### src/rtl/uart_frame_pkg.sv
// Shared types and constants for the UART frame decoder.
package uart_frame_pkg;

    typedef enum logic [2:0] {
        HUNT,
        CMD,
        LEN,
        PAYLOAD,
        CHK,
        DONE
    } frame_state_t;

    localparam logic [7:0] FRAME_SOF_DEFAULT = 8'hA5;

endpackage

### src/rtl/sat_cnt8.sv
// 8-bit counter that increments on request and sticks at 255.
module sat_cnt8 (
    input  logic       clk,
    input  logic       rst,
    input  logic       inc,
    output logic [7:0] cnt
);

    logic [7:0] cnt_q;
    logic [7:0] cnt_d;

    always_comb begin
        cnt_d = cnt_q;
        if (inc && (cnt_q != 8'hFF)) begin
            cnt_d = cnt_q + 8'd1;
        end
    end

    always_ff @(posedge clk) begin
        if (rst) begin
            cnt_q <= 8'h00;
        end else begin
            cnt_q <= cnt_d;
        end
    end

    assign cnt = cnt_q;

endmodule

### src/rtl/uart_frame_decoder.sv
// Delineates and verifies SOF/CMD/LEN/payload/checksum frames from the UART RX
// byte stream, holds one verified frame, and counts errors by class.
module uart_frame_decoder
    import uart_frame_pkg::*;
#(
    parameter int unsigned MAX_LEN = 16,
    parameter int unsigned TIMEOUT = 14000,
    parameter logic [7:0]  SOF     = FRAME_SOF_DEFAULT
) (
    input  logic       Clk,
    input  logic       Rst,
    input  logic [7:0] in_data,
    input  logic       in_valid,
    input  logic       in_err,
    output logic       in_ready,
    output logic       frame_rdy,
    output logic [7:0] frame_cmd,
    output logic [7:0] frame_len,
    input  logic       frame_ack,
    input  logic [7:0] rd_addr,
    output logic [7:0] rd_data,
    output logic [7:0] err_chk_cnt,
    output logic [7:0] err_len_cnt,
    output logic [7:0] err_tout_cnt,
    output logic [7:0] err_line_cnt
);

    localparam int unsigned IDX_W     = (MAX_LEN > 1) ? $clog2(MAX_LEN) : 1;
    localparam int unsigned DEPTH     = 1 << IDX_W;
    localparam logic [7:0]  MAX_LEN_B = 8'(MAX_LEN);
    localparam logic [15:0] TOUT_LAST = 16'(TIMEOUT - 1);

    frame_state_t state_q, state_d;
    logic [7:0]   sum_q, sum_d;
    logic [7:0]   idx_q, idx_d;
    logic [7:0]   cmd_q, cmd_d;
    logic [7:0]   len_q, len_d;
    logic [15:0]  gap_q, gap_d;
    logic [7:0]   buf_q [DEPTH];

    logic accept;
    logic active;
    logic buf_we;
    logic inc_chk, inc_len, inc_tout, inc_line;

    assign in_ready = (state_q != DONE);
    assign accept   = in_valid && in_ready;
    assign active   = (state_q == CMD) || (state_q == LEN) ||
                      (state_q == PAYLOAD) || (state_q == CHK);

    always_comb begin
        state_d  = state_q;
        sum_d    = sum_q;
        idx_d    = idx_q;
        cmd_d    = cmd_q;
        len_d    = len_q;
        gap_d    = gap_q;
        buf_we   = 1'b0;
        inc_chk  = 1'b0;
        inc_len  = 1'b0;
        inc_tout = 1'b0;
        inc_line = 1'b0;

        // Inter-byte gap watchdog; an accepted byte always wins over expiry.
        if (!active || accept) begin
            gap_d = 16'h0000;
        end else if (gap_q == TOUT_LAST) begin
            gap_d    = 16'h0000;
            inc_tout = 1'b1;
            state_d  = HUNT;
        end else begin
            gap_d = gap_q + 16'd1;
        end

        if (accept) begin
            if (in_err && active) begin
                inc_line = 1'b1;
                state_d  = HUNT;
            end else begin
                case (state_q)
                    HUNT: begin
                        if (!in_err && (in_data == SOF)) begin
                            state_d = CMD;
                        end
                    end
                    CMD: begin
                        cmd_d   = in_data;
                        sum_d   = in_data;
                        state_d = LEN;
                    end
                    LEN: begin
                        if (in_data > MAX_LEN_B) begin
                            inc_len = 1'b1;
                            state_d = HUNT;
                        end else begin
                            len_d   = in_data;
                            sum_d   = sum_q + in_data;
                            idx_d   = 8'h00;
                            state_d = (in_data == 8'h00) ? CHK : PAYLOAD;
                        end
                    end
                    PAYLOAD: begin
                        buf_we = 1'b1;
                        sum_d  = sum_q + in_data;
                        if (idx_q == (len_q - 8'd1)) begin
                            state_d = CHK;
                        end else begin
                            idx_d = idx_q + 8'd1;
                        end
                    end
                    CHK: begin
                        if (in_data == sum_q) begin
                            state_d = DONE;
                        end else begin
                            inc_chk = 1'b1;
                            state_d = HUNT;
                        end
                    end
                    default: state_d = HUNT;
                endcase
            end
        end else if ((state_q == DONE) && frame_ack) begin
            state_d = HUNT;
        end
    end

    always_ff @(posedge Clk) begin
        if (Rst) begin
            state_q <= HUNT;
            sum_q   <= 8'h00;
            idx_q   <= 8'h00;
            cmd_q   <= 8'h00;
            len_q   <= 8'h00;
            gap_q   <= 16'h0000;
        end else begin
            state_q <= state_d;
            sum_q   <= sum_d;
            idx_q   <= idx_d;
            cmd_q   <= cmd_d;
            len_q   <= len_d;
            gap_q   <= gap_d;
        end
    end

    always_ff @(posedge Clk) begin
        if (Rst) begin
            for (int unsigned i = 0; i < DEPTH; i++) begin
                buf_q[i] <= 8'h00;
            end
        end else if (buf_we) begin
            buf_q[idx_q[IDX_W-1:0]] <= in_data;
        end
    end

    assign frame_rdy = (state_q == DONE);
    assign frame_cmd = cmd_q;
    assign frame_len = len_q;
    assign rd_data   = (rd_addr < len_q) ? buf_q[rd_addr[IDX_W-1:0]] : 8'h00;

    sat_cnt8 u_cnt_chk  (.clk(Clk), .rst(Rst), .inc(inc_chk),  .cnt(err_chk_cnt));
    sat_cnt8 u_cnt_len  (.clk(Clk), .rst(Rst), .inc(inc_len),  .cnt(err_len_cnt));
    sat_cnt8 u_cnt_tout (.clk(Clk), .rst(Rst), .inc(inc_tout), .cnt(err_tout_cnt));
    sat_cnt8 u_cnt_line (.clk(Clk), .rst(Rst), .inc(inc_line), .cnt(err_line_cnt));

endmodule

### config.mk
export PLATFORM = sky130hd
export DESIGN_NAME = uart_frame_decoder
export DESIGN_NICKNAME = d
export VERILOG_FILES = /design/src/rtl/uart_frame_pkg.sv /design/src/rtl/sat_cnt8.sv /design/src/rtl/uart_frame_decoder.sv
export SDC_FILE = /design/constraint.sdc
export NUM_CORES = 1
export LEC_CHECK = 0
export BUFFER_PORTS_ARGS = -buffer_cell sky130_fd_sc_hd__buf_2
export CAP_MARGIN = 20
export CORE_MARGIN = 5
export CORE_UTILIZATION = 55
export CTS_CLUSTER_DIAMETER = 80
export DETAILED_ROUTE_END_ITERATION = 6
export PLACE_DENSITY_LB_ADDON = 0.3
export SYNTH_ARGS = -nofsm -noshare
export SYNTH_HDL_FRONTEND = slang
export SYNTH_SLANG_ARGS = --single-unit
### constraint.sdc
create_clock -name Clk -period 5.95 [get_ports Clk]
set_input_delay 0.2975 -clock Clk [delete_from_list [all_inputs] [get_ports Clk]]
set_output_delay 0.2975 -clock Clk [all_outputs]
set_load 0.1 [all_outputs]
==> impl_table.tex, run 1 <==
\begin{tabular}{lr}
\hline
Metric & Value \\
\hline
\multicolumn{2}{l}{\textbf{Run status}} \\
\quad Outcome & finished, final reports clean \\
\multicolumn{2}{l}{\textbf{Min path}} \\
\quad Worst hold stages & 4 \\
\quad Path type of the worst min-delay path & input pin to flop \\
\multicolumn{2}{l}{\textbf{Detailed routing}} \\
\quad Via count & 7110 \\
\quad DR WL/cell & 18.6 µm \\
\quad Detailed-route wire length & 23.3 mm \\
\quad First drt pass iteration count & 5 \\
\quad Remaining antenna violation count & 0 \\
\quad DRC marker count from the first detailed-route iteration & $\sim$500 \\
\quad Via density per instance & 5.68 \\
\quad Remaining design rule violation count & 0 \\
\multicolumn{2}{l}{\textbf{Clock tree}} \\
\quad Clock Path Buffers & 3 \\
\quad Clock root buffer master & clkbuf\_16 \\
\quad Clock transition at the registers of the reported paths & 60 ps \\
\quad Post-cts resize count & 0 \\
\quad Buffer count from post-CTS setup fixing & 0 \\
\quad TritonCTS Sinks & approximately 210 \\
\quad CTS tree & done \\
\quad Number of buffers inserted by hold repair at cts & 0 \\
\quad H-Tree Depth & 1 \\
\quad Num CTS Buffers & 23 \\
\quad Insertion delay of the later-clocked pin in the worst-skew pair & 500 ps \\
\multicolumn{2}{l}{\textbf{Critical path}} \\
\quad Critical Path Max Stage Delay & 470 ps \\
\quad Most numerous cell on the critical path & a21o\_1 \\
\quad Slowest stage cell on the critical path & dfxtp\_1 \\
\quad Worst EP required & 5650 ps \\
\quad CP cell instances & inv\_1, ha\_1, a21o\_1, a21o\_1, a211o\_1, a21oi\_1, o21ai\_1, nor2b\_1, buf\_2 \\
\quad WP data arrival & 3080 ps \\
\quad Crit path max-delay family & compound AO/OA/AOI/OAI gates \\
\quad Depth of the critical timing path with buffers and inverters included & 9 \\
\quad Worst Path Class, Setup & flop to primary output \\
\quad Setup crit end kind & primary output \\
\quad Worst r2r path cells & 5 \\
\quad Maximum fanout encountered on the critical timing path & 8 \\
\quad Setup crit start kind & flop \\
\quad Buf/Inv on CP & 2 \\
\multicolumn{2}{l}{\textbf{Global route}} \\
\quad Maximum number of pins on one net before global-route repair & 62 \\
\quad Number of antenna violations at the first check in global routing & 1 \\
\quad Wire length of the first global-routing pass & roughly 37 mm \\
\quad Total global routing track utilization & 20.9\% \\
\quad Number of global-route vias before repair & between 6000 and 7000 \\
\quad Total global routing overflow & 0 \\
\multicolumn{2}{l}{\textbf{Yosys}} \\
\quad Mapped Area & 10600 µm² \\
\quad Top cells by area, synth & edfxtp\_1 (36\%), dfxtp\_1 (16\%), mux4\_2 (8.5\%), and2\_1 (6.9\%), nor2\_1 (3.7\%) \\
\quad Register area share after synthesis & 52.0\% \\
\quad Synth Flop Type & edfxtp\_1 \\
\quad Syn\_nets & 968 \\
\quad Cell type with the largest total area after synthesis & edfxtp\_1 \\
\quad Gate count after technology mapping & 922 \\
\quad Syn Area/Cell & 11.5 µm² \\
\quad Library cells used by synthesis & around 70 \\
\quad Count of flip-flops with a built-in enable after synthesis & between 100 and 150 \\
\quad Flops \& latches, synth & 211 \\
\quad Area share of the leading cell type in the synthesized netlist & 36.3\% \\
\quad Synthesis Warnings & 0 \\
\quad Asr flop ratio synth & 0\% \\
\multicolumn{2}{l}{\textbf{STA}} \\
\quad Setup TNS & 0 ps \\
\quad Final Cycle Share & $\sim$57\% \\
\quad Transition at the pin with the smallest max-transition slack & 820 ps \\
\quad RSZ-0062 raised after global routing & false \\
\quad Worst relative slew slack & between 40\% and 50\% \\
\quad Final setup vio count & 0 \\
\quad Highest clock rate & 0.296 GHz \\
\quad Final-report hold violation count & 0 \\
\quad Period minus WS final & 3380 ps \\
\quad Final number of max-transition violations & 0 \\
\quad Final setup skew & 13.5 ps \\
\multicolumn{2}{l}{\textbf{Floorplan}} \\
\quad Top-Level Pins & 79 \\
\quad Horizontal die dimension & 149 µm \\
\quad Height of the die & 149 µm \\
\quad Total Die Area & 22100 µm² \\
\quad Standard-cell row count & 50 \\
\quad Core Region & 18800 µm² \\
\quad Effective utilization at floorplan & 56.2\% \\
\multicolumn{2}{l}{\textbf{Layout}} \\
\quad Layout area overhead & 11.8\% \\
\quad Final-stage net count & 1020 \\
\quad Most common library cell in the layout ignoring fill and taps & edfxtp\_1 \\
\quad Highest-count cells in the layout ignoring fill and taps & edfxtp\_1 (128), and2\_1 (116), nor2\_1 (105) \\
\quad Fillers & 1461 \\
\quad Share of the core filled with cells & 62.8\% \\
\quad Ratio of cells with drive above 1 in the final layout & 19.6\% \\
\multicolumn{2}{l}{\textbf{Place}} \\
\quad Number of port buffers & 78 \\
\quad Placer congestion estimate & 0.848 \\
\quad Post-DP HPWL & $\sim$16 mm \\
\multicolumn{2}{l}{\textbf{Power}} \\
\quad Power Density & 267 nW/µm² \\
\quad Peak ir drop on the vdd network & 0.223 mV \\
\quad Leakage dissipation & 4.41 nW \\
\multicolumn{2}{l}{\textbf{Flow run}} \\
\quad Max capacitance violation total & 0 \\
\hline
\end{tabular}
synthesized netlist by cell type (all sizes together) (10+ instances only):
master / n
and2: 116
edfxtp: 128
buf: 14
dfxtp: 83
xor2: 27
ha: 24
nand2: 43
clkbuf: 40
nor4: 14
nor2b: 12
nand4: 17
a21oi: 19
or2: 19
nor2: 105
inv: 22
xnor2: 25
mux2i: 18
nor3: 32
a211oi: 10
o21ai: 14
nand3: 23
mux4: 40
tightest hold or removal path: stages:
cell	delay (ps)
buf_2	80
mux2i_1	70
nand3_1	80
a21oi_1	60
kinds of logic after synthesis:
logic type               after synthesis  synth area share [%]
AND/OR/NAND/NOR                      416                  21.7
flip-flops                           211                  52.0
AO/OA/AOI/OAI                         83                  5.85
buffers and inverters                 77                  2.95
multiplexers                          58                  10.2
XOR/XNOR                              52                  4.30
adder cells (fa/ha/maj)               25                  3.02
power breakdown:
group	leakage (nW)	total, mW	internal, mW	switching, mW
clock	0.362	1.37	0.811	0.561
sequential	1.93	1.60	1.58	0.0131
combinational	2.11	0.194	0.0679	0.127
total	4.41	3.16	2.46	0.700
layout make-up:
type / count / area, µm² / area share [%]
flip-flops and latches: 211 / 5510 / 46.5
inverters: 23 / 86.3 / 0.730
diodes: 1 / 2.50 / 0.0211
clock buffers: 28 / 604 / 5.11
clock inverters: 14 / 126 / 1.07
repair buffers: 81 / 413 / 3.49
well taps: 260 / 325 / 2.75
multi-input cells: 634 / 4770 / 40.3
per-layer routing:
layer,up-vias,global-route usage [%],share of wire (%)
met2,227,34.3,47
met4,2,5.13,2.4
li1,3418,-,-
met3,45,3.83,6.3
met5,-,0,0.030
met1,3418,29.1,44
worst paths after layout:
path,start,end,slack (ps)
worst max register to register,state_q[0]$_SDFF_PP0_,buf_q[11][6]$_SDFFCE_PN0P_,2850
worst min-delay path,frame_ack,state_q[0]$_SDFF_PP0_,140
worst max-delay path,frame_len[1]$_SDFFE_PP0P_,rd_data[4],2570
worst min register to register,gap_q[0]$_SDFF_PP0_,gap_q[0]$_SDFF_PP0_,460
metrics by stage:
stage / setup WS [ps] / hold WS [ps] / area [µm²] / cells / power (mW)
CTS: 2520 / 129 / 11800 / 1251 / 3.19
finish: 2570 / 144 / 11800 / 1252 / 3.16
floorplan: 1930 / 430 / 10600 / 922 / 1.76
global route: 2390 / 164 / 11800 / 1251 / 3.27
global placement: 2700 / 447 / 11100 / 1209 / 1.82
detailed placement: 2680 / 454 / 11100 / 1209 / 1.82
state kept, by name, summed over array words and instances, names as in the netlist:
name	cells
buf_q	128
frame_cmd	8
frame_len	8
gap_q	16
idx_q	8
state_q	3
sum_q	8
u_cnt_chk.cnt	8
u_cnt_len.cnt	8
u_cnt_line.cnt	8
u_cnt_tout.cnt	8
Note: power is estimated with default switching activity, not from simulation.
==> inputs of run 2 (changes only) <==
--- a/config.mk
+++ b/config.mk
@@ -5,6 +5,7 @@
 export SDC_FILE = /design/constraint.sdc
 export NUM_CORES = 1
 export LEC_CHECK = 0
+export ABC_AREA = 1
 export BUFFER_PORTS_ARGS = -buffer_cell sky130_fd_sc_hd__buf_2
 export CAP_MARGIN = 20
 export CORE_MARGIN = 5
==> constraint.sdc (replaced) <==
create_clock -name Clk -period 2.95 [get_ports Clk]
set_input_delay 0.1475 -clock Clk [delete_from_list [all_inputs] [get_ports Clk]]
set_output_delay 0.1475 -clock Clk [all_outputs]
set_load 0.1 [all_outputs]
==> run 2 against run 1 <==
The run now ends with DRC left. Final cell count grew 28%. Sequential cell count is the same. Sequential share of layout area shrank 0.60 points.
==> impl_table.tex, run 2 <==
\begin{tabular}{lr}
\hline
Metric & Value \\
\hline
\multicolumn{2}{l}{\textbf{Detailed routing}} \\
\quad Via density per instance & 5.48 (was 5.68) \\
\quad DR WL/cell & 16.4 µm (was 18.6 µm) \\
\quad First drt pass iteration count & 7 (was 5) \\
\quad Detailed-routed wire length on met2 & 12.7 mm (was 11.0 mm) \\
\quad Detailed-route wire length & 26.2 mm (was 23.3 mm) \\
\quad Via count & 8753 (was 7110) \\
\quad Post-route met1 wirelength & 10.8 mm (was 10.2 mm) \\
\quad DRC marker count from the first detailed-route iteration & 671 (was 502) \\
\quad Remaining design rule violation count & 4 (was 0) \\
\quad Met3 wire len & 2.06 mm (was 1.48 mm) \\
\quad Remaining antenna violation count & 0 (unchanged) \\
\quad Top sig layer & met4 (was met5) \\
\multicolumn{2}{l}{\textbf{Layout}} \\
\quad Max reg flops & 128 (unchanged) \\
\quad Layout Cell Area excl Fill & 12000 µm² (was 11800 µm²) \\
\quad Biggest register & buf\_q (unchanged) \\
\quad Biggest registers after layout & buf\_q: 128 flops, gap\_q: 16 flops (unchanged) \\
\quad Highest-count cells in the layout ignoring fill and taps & nor2\_1 (277), nand2\_1 (178), edfxtp\_1 (128) (was edfxtp\_1 (128), and2\_1 (116), nor2\_1 (105)) \\
\quad Final-stage net count & 1367 (was 1020) \\
\quad Ratio of cells with drive above 1 in the final layout & 14.1\% (was 19.6\%) \\
\quad Layout area overhead & 13.7\% (was 11.8\%) \\
\quad Number of antenna repair diodes & 0 (was 1) \\
\quad Fillers & 1605 (was 1461) \\
\quad Most common library cell in the layout ignoring fill and taps & nor2\_1 (was edfxtp\_1) \\
\multicolumn{2}{l}{\textbf{Yosys}} \\
\quad Count of flip-flops with a built-in enable after synthesis & 128 (unchanged) \\
\quad Post-synth top cells & nor2\_1 (279), nand2\_1 (178), edfxtp\_1 (128) (was edfxtp\_1 (128), and2\_1 (116), nor2\_1 (105)) \\
\quad Synth Flop Type & edfxtp\_1 (unchanged) \\
\quad Register area share after synthesis & 52.1\% (was 52.0\%) \\
\quad Area share of the leading cell type in the synthesized netlist & 36.4\% (was 36.3\%) \\
\quad Flops \& latches, synth & 211 (unchanged) \\
\quad Library cells used by synthesis & 46 (was 68) \\
\quad Most numerous cell in the Yosys netlist & nor2\_1 (was edfxtp\_1) \\
\quad Syn Area/Cell & 8.46 µm² (was 11.5 µm²) \\
\quad Top cells by area, synth & edfxtp\_1 (36\%), dfxtp\_1 (16\%), nor2\_1 (9.9\%), nand2\_1 (6.3\%), o21ai\_0 (4.4\%) (was edfxtp\_1 (36\%), dfxtp\_1 (16\%), mux4\_2 (8.5\%), and2\_1 (6.9\%), nor2\_1 (3.7\%)) \\
\quad Gate count after technology mapping & 1248 (was 922) \\
\quad Mapped Area & 10600 µm² (about the same) \\
\quad Asr flop ratio synth & 0\% (unchanged) \\
\quad Cell type with the largest total area after synthesis & edfxtp\_1 (unchanged) \\
\quad Synthesis Warnings & 0 (unchanged) \\
\quad Syn\_nets & 1294 (was 968) \\
\multicolumn{2}{l}{\textbf{Power}} \\
\quad Power Density & 525 nW/µm² (was 267 nW/µm²) \\
\quad Peak ir drop on the vdd network & 0.366 mV (was 0.223 mV) \\
\quad Final total power & 6.30 mW (was 3.16 mW) \\
\quad Leakage dissipation & 5.05 nW (was 4.41 nW) \\
\multicolumn{2}{l}{\textbf{Floorplan}} \\
\quad Total Die Area & 22100 µm² (about the same) \\
\quad Core Region & 18800 µm² (unchanged) \\
\quad Horizontal die dimension & 149 µm (about the same) \\
\quad Height of the die & 149 µm (about the same) \\
\quad Top-Level Pins & 79 (unchanged) \\
\quad Standard-cell row count & 50 (unchanged) \\
\quad Effective utilization at floorplan & 56.1\% (was 56.2\%) \\
\multicolumn{2}{l}{\textbf{Clock tree}} \\
\quad H-Tree Depth & 1 (unchanged) \\
\quad TritonCTS Sinks & 211 (unchanged) \\
\quad Buffer count from post-CTS setup fixing & 0 (unchanged) \\
\quad CTS tree & done (unchanged) \\
\quad Clock Path Buffers & 3 (unchanged) \\
\quad Clock root buffer master & clkbuf\_16 (unchanged) \\
\quad Insertion delay of the later-clocked pin in the worst-skew pair & 510 ps (was 500 ps) \\
\quad Clock transition at the registers of the reported paths & 60 ps (about the same) \\
\quad Num CTS Buffers & 23 (unchanged) \\
\multicolumn{2}{l}{\textbf{STA}} \\
\quad Final setup skew & 13.8 ps (was 13.5 ps) \\
\quad Final setup vio count & 0 (unchanged) \\
\quad Worst hold slack after final layout & 10.7 ps (was 144 ps) \\
\quad Final-report hold violation count & 0 (unchanged) \\
\quad Period minus WS final & between 2000 and 3000 ps \\
\quad Final Cycle Share & 94.3\% \\
\quad Transition at the pin with the smallest max-transition slack & 822 ps (was 820 ps) \\
\quad Worst relative slew slack & 44.9\% (was 45.0\%) \\
\quad Setup TNS & 0 ps (unchanged) \\
\quad RSZ-0062 raised after global routing & false (unchanged) \\
\quad Final number of max-transition violations & 0 (unchanged) \\
\quad Highest clock rate & 0.360 GHz \\
\multicolumn{2}{l}{\textbf{Critical path}} \\
\quad Worst Path Class, Setup & flop to primary output (unchanged) \\
\quad Worst r2r path cells & 10 (was 5) \\
\quad Maximum fanout encountered on the critical timing path & 8 (unchanged) \\
\quad WP data arrival & 2630 ps (was 3080 ps) \\
\quad Reg-to-reg critical path endpoint & buf\_q[11][6]\$\_SDFFCE\_PN0P\_ (unchanged) \\
\quad Worst EP required & 2800 ps (was 5650 ps) \\
\quad Worst reg2reg path startpoint & state\_q[2]\$\_SDFF\_PP0\_ (was state\_q[0]\$\_SDFF\_PP0\_) \\
\quad Setup crit end kind & primary output (unchanged) \\
\quad Register-to-register setup slack & 600 ps (was 2850 ps) \\
\quad Setup crit start kind & flop (unchanged) \\
\quad Critical path origin & frame\_len[3]\$\_SDFFE\_PP0P\_ (was frame\_len[1]\$\_SDFFE\_PP0P\_) \\
\multicolumn{2}{l}{\textbf{Place}} \\
\quad Number of port buffers & 78 (unchanged) \\
\quad Post-DP HPWL & 17.8 mm (was 15.8 mm) \\
\quad Placer congestion estimate & 0.894 (was 0.848) \\
\quad Post-Place Cell Area & 11300 µm² (was 11100 µm²) \\
\multicolumn{2}{l}{\textbf{Global route}} \\
\quad Maximum number of pins on one net before global-route repair & 65 (was 62) \\
\quad Total global routing track utilization & 23.5\% (was 20.9\%) \\
\quad Wire length of the first global-routing pass & 42.0 mm (was 37.0 mm) \\
\quad Number of antenna violations at the first check in global routing & 0 (was 1) \\
\quad Number of global-route vias before repair & 8273 (was 6914) \\
\quad Total global routing overflow & 0 (unchanged) \\
\multicolumn{2}{l}{\textbf{Run status}} \\
\quad Failing checks & DRC \\
\quad Outcome & finished with violations (was finished, final reports clean) \\
\multicolumn{2}{l}{\textbf{Min path}} \\
\quad Hold EP & sum\_q[5]\$\_SDFFE\_PP0P\_ (was state\_q[0]\$\_SDFF\_PP0\_) \\
\quad Path type of the worst min-delay path & input pin to flop (unchanged) \\
\quad Worst hold stages & 3 (was 4) \\
\quad Worst hold start & in\_data[5] (was frame\_ack) \\
\multicolumn{2}{l}{\textbf{Flow run}} \\
\quad Max capacitance violation total & 0 (unchanged) \\
\hline
\end{tabular}
[run 2: power breakdown]
group	leakage (nW)	internal, mW	switching [mW]	total (mW)
Sequential	1.90	3.20	0.0324	3.24
Clock	0.335	1.47	1.14	2.61
Combinational	2.82	0.115	0.342	0.457
[run 2: how the worst max path moves through the flow]
stage / end / slack (ps) / cells after the start
5_1_grt: rd_data[1] / 50 / 11
3_5_place_dp: buf_q[14][0]$_SDFFCE_PN0P_ / 620 / 10
3_3_place_gp: buf_q[8][0]$_SDFFCE_PN0P_ / 690 / 10
6_report: rd_data[1] / 170 / 9
2_1_floorplan: rd_data[1] / 10 / 8
4_1_cts: rd_data[1] / 160 / 9
[run 2: repair_timing]
item / 4_1_cts / 5_1_grt
resized for setup: 0 / 0
hold buffers: 3 / 0
hold endpoints to repair: 3 / 0
[run 2: worst max-delay path: stages, from the launching register on]
cell and delay [ps]:
dfxtp_2 370, inv_1 70, ha_1 310, a21oi_1 160, nand2_1 70, a31oi_1 160
o21ai_2 70, buf_4 210, nor3_4 240, buf_2 460
[run 2: cell type report]
cell class,count,area (µm²),share of cell area (%)
clock buffers,32,619,5.16
well taps,260,325,2.71
flip-flops and latches,211,5510,45.9
repair buffers,100,576,4.80
inverters,109,409,3.41
multi-input cells,876,4510,37.5
clock inverters,10,55.1,0.459
[run 2: logic make-up after synthesis]
logic type	synth area share, %
and+or+nand+nor	25.5
buffers and inverters	5.91
AOI/OAI and AO/OA	11.4
xor gates and xnor gates	1.99
DFF	52.1
adders and majority gates	3.03
[run 2: per-stage QoR]
| step | worst slack (ps) | util, % | cells |
|---|---|---|---|
| after CTS | 159 | 63.7 | 1598 |
| after detailed placement | 615 | 60.0 | 1553 |
| after floorplan | 9.75 | - | 1248 |
| after global routing | 51.3 | 63.7 | 1598 |
| after global placement | 691 | 60.0 | 1553 |
| final | 169 | 63.7 | 1598 |
[run 2: per-layer routing]
layer	up-vias	global-route usage, %
met1	4035	30.7
met2	323	40.3
met5	-	0
met3	56	4.27
met4	0	6.79
li1	4339	-
==> inputs of run 3 (changes only) <==
--- a/config.mk
+++ b/config.mk
@@ -8,8 +8,10 @@
 export ABC_AREA = 1
 export BUFFER_PORTS_ARGS = -buffer_cell sky130_fd_sc_hd__buf_2
 export CAP_MARGIN = 20
+export CELL_PAD_IN_SITES_DETAIL_PLACEMENT = 1
+export CELL_PAD_IN_SITES_GLOBAL_PLACEMENT = 1
 export CORE_MARGIN = 5
-export CORE_UTILIZATION = 55
+export CORE_UTILIZATION = 42
 export CTS_CLUSTER_DIAMETER = 80
 export DETAILED_ROUTE_END_ITERATION = 6
 export PLACE_DENSITY_LB_ADDON = 0.3
==> run 3 against run 2 <==
Non-clock buffer count increased by 6. Sequential power is essentially flat. Global-route usage is 1.9 points lower. Worst setup slack gained 86 ps. Critical endpoint is now rd_data[4]. First-iteration DRC count shrank 13%. The flow now finishes without violations.
==> impl_table.tex, run 3 (same netlist as run 2, synthesis figures left out) <==
\begin{tabular}{lr}
\hline
Metric & Value \\
\hline
\multicolumn{2}{l}{\textbf{Detailed routing}} \\
\quad DR WL/cell & 18.3 µm (was 16.4 µm) \\
\quad DRC marker count from the first detailed-route iteration & 587 (was 671) \\
\quad Detailed-route wire length & 30.6 mm (was 26.2 mm) \\
\quad Via count & 8935 (was 8753) \\
\quad First drt pass iteration count & 5 (was 7) \\
\quad Via density per instance & 5.33 (was 5.48) \\
\quad Remaining antenna violation count & 0 (unchanged) \\
\quad Remaining design rule violation count & 0 (was 4) \\
\multicolumn{2}{l}{\textbf{Layout}} \\
\quad Fillers & 2997 (was 1605) \\
\quad Layout area overhead & 16.6\% (was 13.7\%) \\
\quad Layout Cell Area excl Fill & 12300 µm² (was 12000 µm²) \\
\quad Biggest register & buf\_q (unchanged) \\
\quad Most common library cell in the layout ignoring fill and taps & nor2\_1 (unchanged) \\
\quad Highest-count cells in the layout ignoring fill and taps & nor2\_1 (277), nand2\_1 (178), edfxtp\_1 (128) (unchanged) \\
\quad Max reg flops & 128 (unchanged) \\
\quad Number of standard cells in the layout, taps in and fillers out & 1677 (was 1598) \\
\quad Area used by multi-input combinational logic & 4510 µm² (about the same) \\
\quad Final-stage net count & 1375 (was 1367) \\
\quad Share of the core filled with cells & 49.3\% (was 63.7\%) \\
\quad Ratio of cells with drive above 1 in the final layout & 14.8\% (was 14.1\%) \\
\quad Number of antenna repair diodes & 0 (unchanged) \\
\quad Biggest registers after layout & buf\_q: 128 flops, gap\_q: 16 flops (unchanged) \\
\quad Total area of sequential cells & 5510 µm² (unchanged) \\
\multicolumn{2}{l}{\textbf{Clock tree}} \\
\quad TritonCTS Sinks & 211 (unchanged) \\
\quad Clock transition at the registers of the reported paths & 60 ps (about the same) \\
\quad Clock root buffer master & clkbuf\_16 (unchanged) \\
\quad H-Tree Depth & 1 (unchanged) \\
\quad Num CTS Buffers & 25 (was 23) \\
\quad CTS tree & done (unchanged) \\
\quad Insertion delay of the later-clocked pin in the worst-skew pair & 530 ps (was 510 ps) \\
\quad Buffer count from post-CTS setup fixing & 0 (unchanged) \\
\quad Clock Path Buffers & 3 (unchanged) \\
\multicolumn{2}{l}{\textbf{Floorplan}} \\
\quad Height of the die & 169 µm (was 149 µm) \\
\quad Total Die Area & 28400 µm² (was 22100 µm²) \\
\quad Effective utilization at floorplan & 42.3\% (was 56.1\%) \\
\quad Top-Level Pins & 79 (unchanged) \\
\quad Core Region & 25000 µm² (was 18800 µm²) \\
\quad Horizontal die dimension & 169 µm (was 149 µm) \\
\quad Standard-cell row count & 58 (was 50) \\
\multicolumn{2}{l}{\textbf{Critical path}} \\
\quad Setup crit end kind & primary output (unchanged) \\
\quad Slowest stage cell on the critical path & buf\_2 (unchanged) \\
\quad Buf/Inv on CP & 2 (was 3) \\
\quad Maximum fanout encountered on the critical timing path & 8 (unchanged) \\
\quad Setup crit start kind & flop (unchanged) \\
\quad Crit path max-delay family & compound AO/OA/AOI/OAI gates (was buffers and inverters) \\
\quad Worst Path Class, Setup & flop to primary output (unchanged) \\
\quad Worst EP required & 2800 ps (about the same) \\
\quad Critical Path Max Stage Delay & 450 ps (was 460 ps) \\
\quad CP cell instances & inv\_1, ha\_1, a21oi\_1, nand2\_1, a31oi\_1, o21ai\_4, nor3\_4, buf\_2 (was inv\_1, ha\_1, a21oi\_1, nand2\_1, a31oi\_1, o21ai\_2, buf\_4, nor3\_4, buf\_2) \\
\quad WP data arrival & 2550 ps (was 2630 ps) \\
\multicolumn{2}{l}{\textbf{Min path}} \\
\quad Path type of the worst min-delay path & input pin to flop (unchanged) \\
\multicolumn{2}{l}{\textbf{Global route}} \\
\quad Total global routing overflow & 0 (unchanged) \\
\quad Number of antenna violations at the first check in global routing & 0 (unchanged) \\
\quad Total global routing track utilization & 21.6\% (was 23.5\%) \\
\quad Maximum number of pins on one net before global-route repair & 41 (was 65) \\
\quad Wire length of the first global-routing pass & 50.2 mm (was 42.0 mm) \\
\quad Number of global-route vias before repair & 9479 (was 8273) \\
\multicolumn{2}{l}{\textbf{Place}} \\
\quad Worst slack at placement & 529 ps (was 615 ps) \\
\quad Placed Cells incl. Taps & 1628 (was 1553) \\
\quad Post-Place Cell Area & 11400 µm² (was 11300 µm²) \\
\quad Placer congestion estimate & 0.835 (was 0.894) \\
\quad Post-DP HPWL & 21.6 mm (was 17.8 mm) \\
\quad Number of port buffers & 78 (unchanged) \\
\multicolumn{2}{l}{\textbf{Flow run}} \\
\quad Max capacitance violation total & 0 (unchanged) \\
\multicolumn{2}{l}{\textbf{STA}} \\
\quad Transition at the pin with the smallest max-transition slack & 809 ps (was 822 ps) \\
\quad Final setup skew & 26.4 ps (was 13.8 ps) \\
\quad Final-report hold violation count & 0 (unchanged) \\
\quad Highest clock rate & 0.371 GHz (was 0.360 GHz) \\
\quad Worst Slack Setup Final & 255 ps (was 169 ps) \\
\quad Worst hold slack after final layout & 35.9 ps (was 10.7 ps) \\
\quad Final setup vio count & 0 (unchanged) \\
\quad RSZ-0062 raised after global routing & false (unchanged) \\
\quad Setup TNS & 0 ps (unchanged) \\
\quad Final number of max-transition violations & 0 (unchanged) \\
\quad Final Cycle Share & 91.4\% (was 94.3\%) \\
\quad Worst relative slew slack & 45.9\% (was 44.9\%) \\
\quad Period minus WS final & 2690 ps (was 2780 ps) \\
\multicolumn{2}{l}{\textbf{Power}} \\
\quad Leakage dissipation & 5.16 nW (was 5.05 nW) \\
\quad Peak ir drop on the vdd network & 0.461 mV (was 0.366 mV) \\
\quad Power Density & 562 nW/µm² (was 525 nW/µm²) \\
\quad Final total power & 6.91 mW (was 6.30 mW) \\
\multicolumn{2}{l}{\textbf{Run status}} \\
\quad Outcome & finished, final reports clean (was finished with violations) \\
\hline
\end{tabular}
[run 3: changes by cell type in the layout (fill, tap and decap cells not counted), moves of 2 or more]
cell       change
clkbuf_1       -4
clkbuf_16      +2
clkinv_1       +2
buf_4          +6
clkbuf_8       +2
clkinv_2       -3
bufinv_16      +4
[run 3: path summary, 6_finish.rpt]
kind / startpoint / endpoint / slack [ps] / cells past startpoint
max reg2reg: state_q[2]$_SDFF_PP0_ / buf_q[7][7]$_SDFFCE_PN0P_ / 550 / 10
min: in_data[7] / sum_q[7]$_SDFFE_PP0P_ / 40 / 3
max: frame_len[3]$_SDFFE_PP0P_ / rd_data[4] / 260 / 8
min reg2reg: gap_q[0]$_SDFF_PP0_ / gap_q[0]$_SDFF_PP0_ / 450 / 1
[run 3: repair_timing]
item | in CTS | in global routing
hold buffers | 4 | 0
gates resized for setup | 0 | 2
endpoints found under the setup margin | 0 | 8
endpoints found under the hold margin | 4 | 0
[run 3: layout make-up]
cell class              count  share of cell area (%)
well taps                 330                    3.36
clock buffers              32                    5.54
multi-input cells         876                    36.7
clock inverters            13                    1.35
repair buffers            106                    4.98
flip-flops and latches    211                    44.8
inverters                 109                    3.32
[run 3: routing by layer]
layer / routed length [µm] / up-vias / global-route usage (%) / share of wire (%)
li1: - / 4338 / - / -
met1: 13400 / 4376 / 27.5 / 44
met2: 15200 / 174 / 38.7 / 50
met3: 1240 / 47 / 3.11 / 4.1
met4: 677 / 0 / 5.79 / 2.2
met5: 0 / - / 0 / 0
[run 3: power breakdown]
group,total [mW],internal (mW),leakage (nW),switching [mW]
logic,0.482,0.120,2.84,0.362
registers,3.23,3.20,1.90,0.0281
clock network,3.20,1.97,0.413,1.23
total,6.91,5.30,5.16,1.62
[run 3: tightest hold or removal path, stage by stage]
cell and delay [ps]:
buf_2 120, o211ai_1 110, a21oi_1 120
